### src/rtl/seg_pkg.sv
`default_nettype none
// ============================================================================
// seg_pkg : shared types, segment table and index helpers for the scan block
// Revision : 1.0
// ============================================================================
package seg_pkg;

    typedef enum logic [1:0] {
        ST_OFF   = 2'd0,
        ST_BLANK = 2'd1,
        ST_SHOW  = 2'd2
    } state_t;

    // Entry n is the pattern for code n; bit 0 = a ... bit 6 = g.
    localparam logic [7:0][8:0] SEG_PATTERNS = {
        9'h007, 9'h07d, 9'h06d, 9'h066, 9'h04f, 9'h05b, 9'h006, 9'h03f
    };

    localparam logic [8:0] SEG_BLANK = 9'h000;
    localparam logic [7:0] CAT_NONE  = 8'hFF;

    function automatic logic [7:0] cat_select(input logic [2:0] idx);
        return ~(8'h01 << idx);
    endfunction

    // First enabled digit after cur, circularly; cur itself is the last candidate.
    function automatic logic [2:0] next_enabled(input logic [2:0] cur, input logic [7:0] en);
        logic [2:0] cand;
        logic [2:0] res;
        res = cur;
        for (int k = 8; k >= 1; k--) begin
            cand = cur + 3'(k);
            if (en[cand]) res = cand;
        end
        return res;
    endfunction

    function automatic logic [2:0] lowest_enabled(input logic [7:0] en);
        logic [2:0] res;
        res = '0;
        for (int k = 7; k >= 0; k--) begin
            if (en[k]) res = 3'(k);
        end
        return res;
    endfunction

endpackage
`default_nettype wire

### src/rtl/seg_scan_ctrl_lut.sv
`default_nettype none
// ============================================================================
// seg_lut3 : combinational 3-bit code to 9-bit segment pattern lookup
// Revision : 1.0
// ============================================================================
module seg_lut3
    import seg_pkg::*;
(
    input  logic [2:0] i_code,
    output logic [8:0] o_seg
);

    assign o_seg = SEG_PATTERNS[i_code];

endmodule
`default_nettype wire

### src/rtl/seg_scan_ctrl.sv
`default_nettype none
// ============================================================================
// seg_scan_ctrl : 8-digit seven-segment scan controller with frame-atomic
//                 shadow/active digit banks
// Revision : 1.0
// ============================================================================
module seg_scan_ctrl
    import seg_pkg::*;
#(
    parameter int NUM_DIGITS   = 8,
    parameter int DIV          = 1000,
    parameter int BLANK_CYCLES = 2
) (
    input  logic       clk,
    input  logic       rst_n,
    input  logic       wr_en,
    input  logic [2:0] wr_addr,
    input  logic [2:0] wr_data,
    input  logic [7:0] digit_en,
    output logic [8:0] seg,
    output logic [7:0] cat,
    output logic       frame_done
);

    localparam int MAX_CYC = (DIV > BLANK_CYCLES) ? DIV : BLANK_CYCLES;
    localparam int CNT_W   = (MAX_CYC > 1) ? $clog2(MAX_CYC) : 1;
    localparam logic [CNT_W-1:0] SHOW_LAST  = CNT_W'(DIV - 1);
    localparam logic [CNT_W-1:0] BLANK_LAST = CNT_W'(BLANK_CYCLES - 1);

    state_t                       r_state;
    logic [2:0]                   r_idx;
    logic [CNT_W-1:0]             r_cnt;
    logic [NUM_DIGITS-1:0][2:0]   r_shadow;
    logic [NUM_DIGITS-1:0][2:0]   r_active;

    logic [8:0] w_lut_seg;
    logic [2:0] w_next_idx;
    logic       w_en_any;

    assign w_en_any   = |digit_en;
    assign w_next_idx = next_enabled(r_idx, digit_en);

    seg_lut3 u_lut (
        .i_code (r_active[r_idx]),
        .o_seg  (w_lut_seg)
    );

    always_ff @(posedge clk or negedge rst_n) begin
        if (!rst_n) begin
            r_state    <= ST_BLANK;
            r_idx      <= '0;
            r_cnt      <= '0;
            r_shadow   <= '0;
            r_active   <= '0;
            cat        <= CAT_NONE;
            seg        <= SEG_BLANK;
            frame_done <= 1'b0;
        end else begin
            frame_done <= 1'b0;
            // The commit below samples the pre-write shadow, so a same-cycle write waits a frame.
            if (wr_en) r_shadow[wr_addr] <= wr_data;

            case (r_state)
                ST_OFF: begin
                    r_active <= r_shadow;
                    r_cnt    <= '0;
                    cat      <= CAT_NONE;
                    seg      <= SEG_BLANK;
                    if (w_en_any) begin
                        r_state <= ST_BLANK;
                        r_idx   <= lowest_enabled(digit_en);
                    end
                end
                ST_BLANK: begin
                    if (!w_en_any) begin
                        r_state <= ST_OFF;
                        r_cnt   <= '0;
                    end else if (r_cnt == BLANK_LAST) begin
                        r_state <= ST_SHOW;
                        r_cnt   <= '0;
                        cat     <= cat_select(r_idx);
                        seg     <= w_lut_seg;
                    end else begin
                        r_cnt <= r_cnt + CNT_W'(1);
                    end
                end
                ST_SHOW: begin
                    if (r_cnt == SHOW_LAST) begin
                        r_cnt <= '0;
                        cat   <= CAT_NONE;
                        seg   <= SEG_BLANK;
                        if (!w_en_any) begin
                            r_state <= ST_OFF;
                        end else begin
                            r_state <= ST_BLANK;
                            r_idx   <= w_next_idx;
                            if (w_next_idx <= r_idx) begin
                                frame_done <= 1'b1;
                                r_active   <= r_shadow;
                            end
                        end
                    end else begin
                        r_cnt <= r_cnt + CNT_W'(1);
                    end
                end
                default: begin
                    r_state <= ST_BLANK;
                    r_cnt   <= '0;
                    cat     <= CAT_NONE;
                    seg     <= SEG_BLANK;
                end
            endcase
        end
    end

endmodule
`default_nettype wire

### config.mk
export PLATFORM = sky130hd
export DESIGN_NAME = seg_scan_ctrl
export DESIGN_NICKNAME = d
export VERILOG_FILES = /design/src/rtl/seg_pkg.sv /design/src/rtl/seg_scan_ctrl_lut.sv /design/src/rtl/seg_scan_ctrl.sv
export SDC_FILE = /design/constraint.sdc
export NUM_CORES = 1
export LEC_CHECK = 0
export ABC_AREA = 1
export CAP_MARGIN = 30
export CORE_MARGIN = 5
export CORE_UTILIZATION = 55
export CTS_BUF_LIST = sky130_fd_sc_hd__clkbuf_2
export DETAILED_ROUTE_END_ITERATION = 10
export PLACE_DENSITY_LB_ADDON = 0.3
export SYNTH_ARGS = -nofsm -noshare
export SYNTH_HDL_FRONTEND = slang
export SYNTH_HIERARCHICAL = 1
export SYNTH_SLANG_ARGS = --single-unit
### constraint.sdc
create_clock -name clk -period 3.4 [get_ports clk]
set_input_delay 1.02 -clock clk [delete_from_list [all_inputs] [get_ports clk]]
set_output_delay 1.02 -clock clk [all_outputs]
set_load 0.02 [all_outputs]
==> impl_metrics.toml <==
[timing]
slew_violations = 0
worst_slew_pin_slew_ns = 0.760
finalSetupTns_ns = 0
period_minus_slack_ns = 3.34
layout_setup_ws_ns = 0.0636
relSlewSlack_pct = 49.3
hold_viol = 0
finalSetupViolCount = 0
fin_crit_sh_pct = 98.1
skew_ns = 0.0333
max_freq_mhz = 300
rsz0062_at_grt = "true"

[routing]
firstDrtPassIters = 4
drt-total-wl_um = 10800
ant_nets = 0
route.detailed.drc = 0
vias = 4101
drt-initial-drc-count = 181
avgRoutedWirePerCell_um = 14.2
drt-vias-per-instance = 5.37

[cts]
root_buffer = "clkbuf_2"
clock-sinks = 81
h-tree-depth = 3
clk_pin_slew_ns = 0.25
clock_latency_ns = 0.54
ctsLongestPathBuffers = 2
tritoncts = "yes"
cts_buffers = 9

[flow_run]
max-cap-violations = 0

[final_layout]
fin_area_um2 = 5710
fin_cells = 764
fillerInstances = 647
multi_input_area_um2 = 2340
finish.utilization_pct = 68.7
regArea_um2 = 2040
layout.nets = 692
drive_above_1_share_pct = 24.1
area_growth_pct = 21.1
num_antenna_cells = 0

[pwr]
powerDensity_nw_per_um2 = 960
vdd_drop_max_mv = 0.422
p_leak_nw = 2.77

[placement]
dpl.cell_count = 736
dp_hpwl_um = 7580
numPortBuffers = 34
placedInstanceArea_um2 = 5300
gp_congestion = 0.972
post-place-ws_ns = -0.598

[global_route]
antenna_found_initial = 0
grt_usage_pct = 20.4
grt_max_degree = 55
grt_pass1_wl_um = 17100
first_global_vias = 3818
overflow = 0

[synthesis]
synthArstFlopShare_pct = 100
synth-seq-cells = 81
synth_edf_count = 0
yosysMostFrequentCell = "nand2_1"
syn_area_per_cell_um2 = 8.05
syn_area_um2 = 4710
postSynthCellCount = 585
yosys.area.top_type_share_pct = 38.2
ys_top_cells_by_area = "dfrtp_1, nand2_1, inv_1"
synth_commonest_cells = "nand2_1, inv_1, dfrtp_1, o21ai_0, nand3_1"
ys_types = 41
synth_top_cell_by_area = "dfrtp_1"
synth-main-ff-cell = "dfrtp_1"
yosysWarnings = 6
synth-seq-area-share_pct = 43.3

[critical_path]
end_kind = "flop"
timing_worst_setup_path_type = "reg -> reg"
crit_fanout = 15
reg2regPathDepth = 26
startpoint_type = "flop"
arrival_ns = 3.78
required_ns = 3.85

[die]
core_um2 = 8300
fp.dieH_um = 103
die_area_um2 = 10500
start_util_pct = 56.8
num_rows = 33
io_pins = 35
die_w_um = 103

[hold_path]
min-delay-path-class = "in -> async"

[outcome]
status = "finished clean"
logic make-up (layout without fill, tap and decap cells):
| family | Yosys count | count (layout) | share of synthesized area [%] |
|---|---|---|---|
| flip-flops | 81 | 81 | 43.3 |
| XOR/XNOR | 1 | 1 | 0.186 |
| adder cells (fa/ha/maj) | 21 | 21 | 5.58 |
| AO/OA/AOI/OAI | 113 | 113 | 13.8 |
| buffers and inverters | 105 | 178 | 10.2 |
| other | 1 | 2 | 0.0796 |
| AND/OR/NAND/NOR | 263 | 263 | 27.0 |
final cells by class:
| cell class | count | share of cell area (%) |
|---|---|---|
| multi-input combinational | 400 | 41.1 |
| clock buffer | 9 | 0.789 |
| sequential | 81 | 35.8 |
| tap | 105 | 2.30 |
| inverter | 85 | 5.79 |
| clock inverter | 7 | 0.899 |
| timing repair buffer | 77 | 13.3 |
worst paths after layout:
kind	start	to	slack, ns
setup / recovery	r_idx[0]	r_active[16]	0.06
hold / removal	rst_n	r_active[23]	0.50
setup reg to reg	r_idx[0]	r_active[16]	0.06
hold reg to reg	r_cnt[0]	r_cnt[0]	0.51
max in group asynchronous	rst_n	cat[2]	2.15
min in group clk	r_cnt[0]	r_cnt[0]	0.51
layer usage:
metal / GRT usage [%] / vias to the layer above / share of wire (%) / wire length (µm)
li1: - / 2033 / - / -
met1: 27.5 / 1931 / 45 / 4830
met2: 33.1 / 112 / 49 / 5280
met3: 4.33 / 25 / 4.5 / 490
met4: 6.56 / 0 / 2.2 / 233
met5: 0 / - / 0 / 0
layout by cell type (no fill, tap or decap), drive strengths merged, types with 2 or more instances in the layout:
master	n
nand2	154
inv	85
o21ai	75
dfrtp	72
nand3	48
buf	42
nor2	35
clkdlybuf4s50	25
ha	21
a21oi	17
o21a	14
clkbuf	11
dfstp	9
nand4	8
dlymetal6s2s	8
nor3	8
clkinv	6
nor4	5
nor3b	3
o2111ai	3
conb	2
registers in the layout, indices dropped and copies added, names as in the netlist:
signal and count:
seg 9, frame_done 1, r_active 24, r_state 2, r_cnt 10, r_idx 3, cat 8, r_shadow 24
repair_timing:
item / in CTS / in global routing
pin swaps: 0 / 7
setup buffers: 0 / 12
resized for setup: 2 / 43
cloned: 0 / 2
hold buffers: 0 / 0
endpoints found under the setup margin: 4 / 24
hold endpoints to repair: 0 / 0
where the power goes:
group | switching (mW) | internal [mW]
Combinational | 2.07 | 1.52
Clock | 0.360 | 0.102
Sequential | 0.189 | 1.24
Total | 2.62 | 2.86
through the flow:
stage               power (mW)  hold slack [ns]
global route              5.93            0.481
floorplan                 3.65            0.450
finish                    5.48            0.495
detailed placement        4.43            0.474
global placement          4.32            0.467
CTS                       4.95            0.457
worst max-delay path, cell delays in order, from the launching register on:
cell and delay (ns):
dfrtp_2 0.50, inv_4 0.07, ha_4 0.32, clkinv_4 0.08
nand3_4 0.08, nand3_2 0.11, buf_4 0.15, nand3_1 0.07
nand3_1 0.08, nand2_1 0.07, nand2_1 0.04, nand2_1 0.06
nand2_1 0.06, nand2_1 0.07, nand2_2 0.06, inv_2 0.06
ha_4 0.19, nand2_1 0.06, nor2_1 0.04, nor2_1 0.13
a32oi_2 0.09, nor4_4 0.35, a21oi_4 0.06, buf_12 0.15
buf_12 0.15, nand2_1 0.07, o21ai_1 0.07
Note: power is estimated with default switching activity, not from simulation.
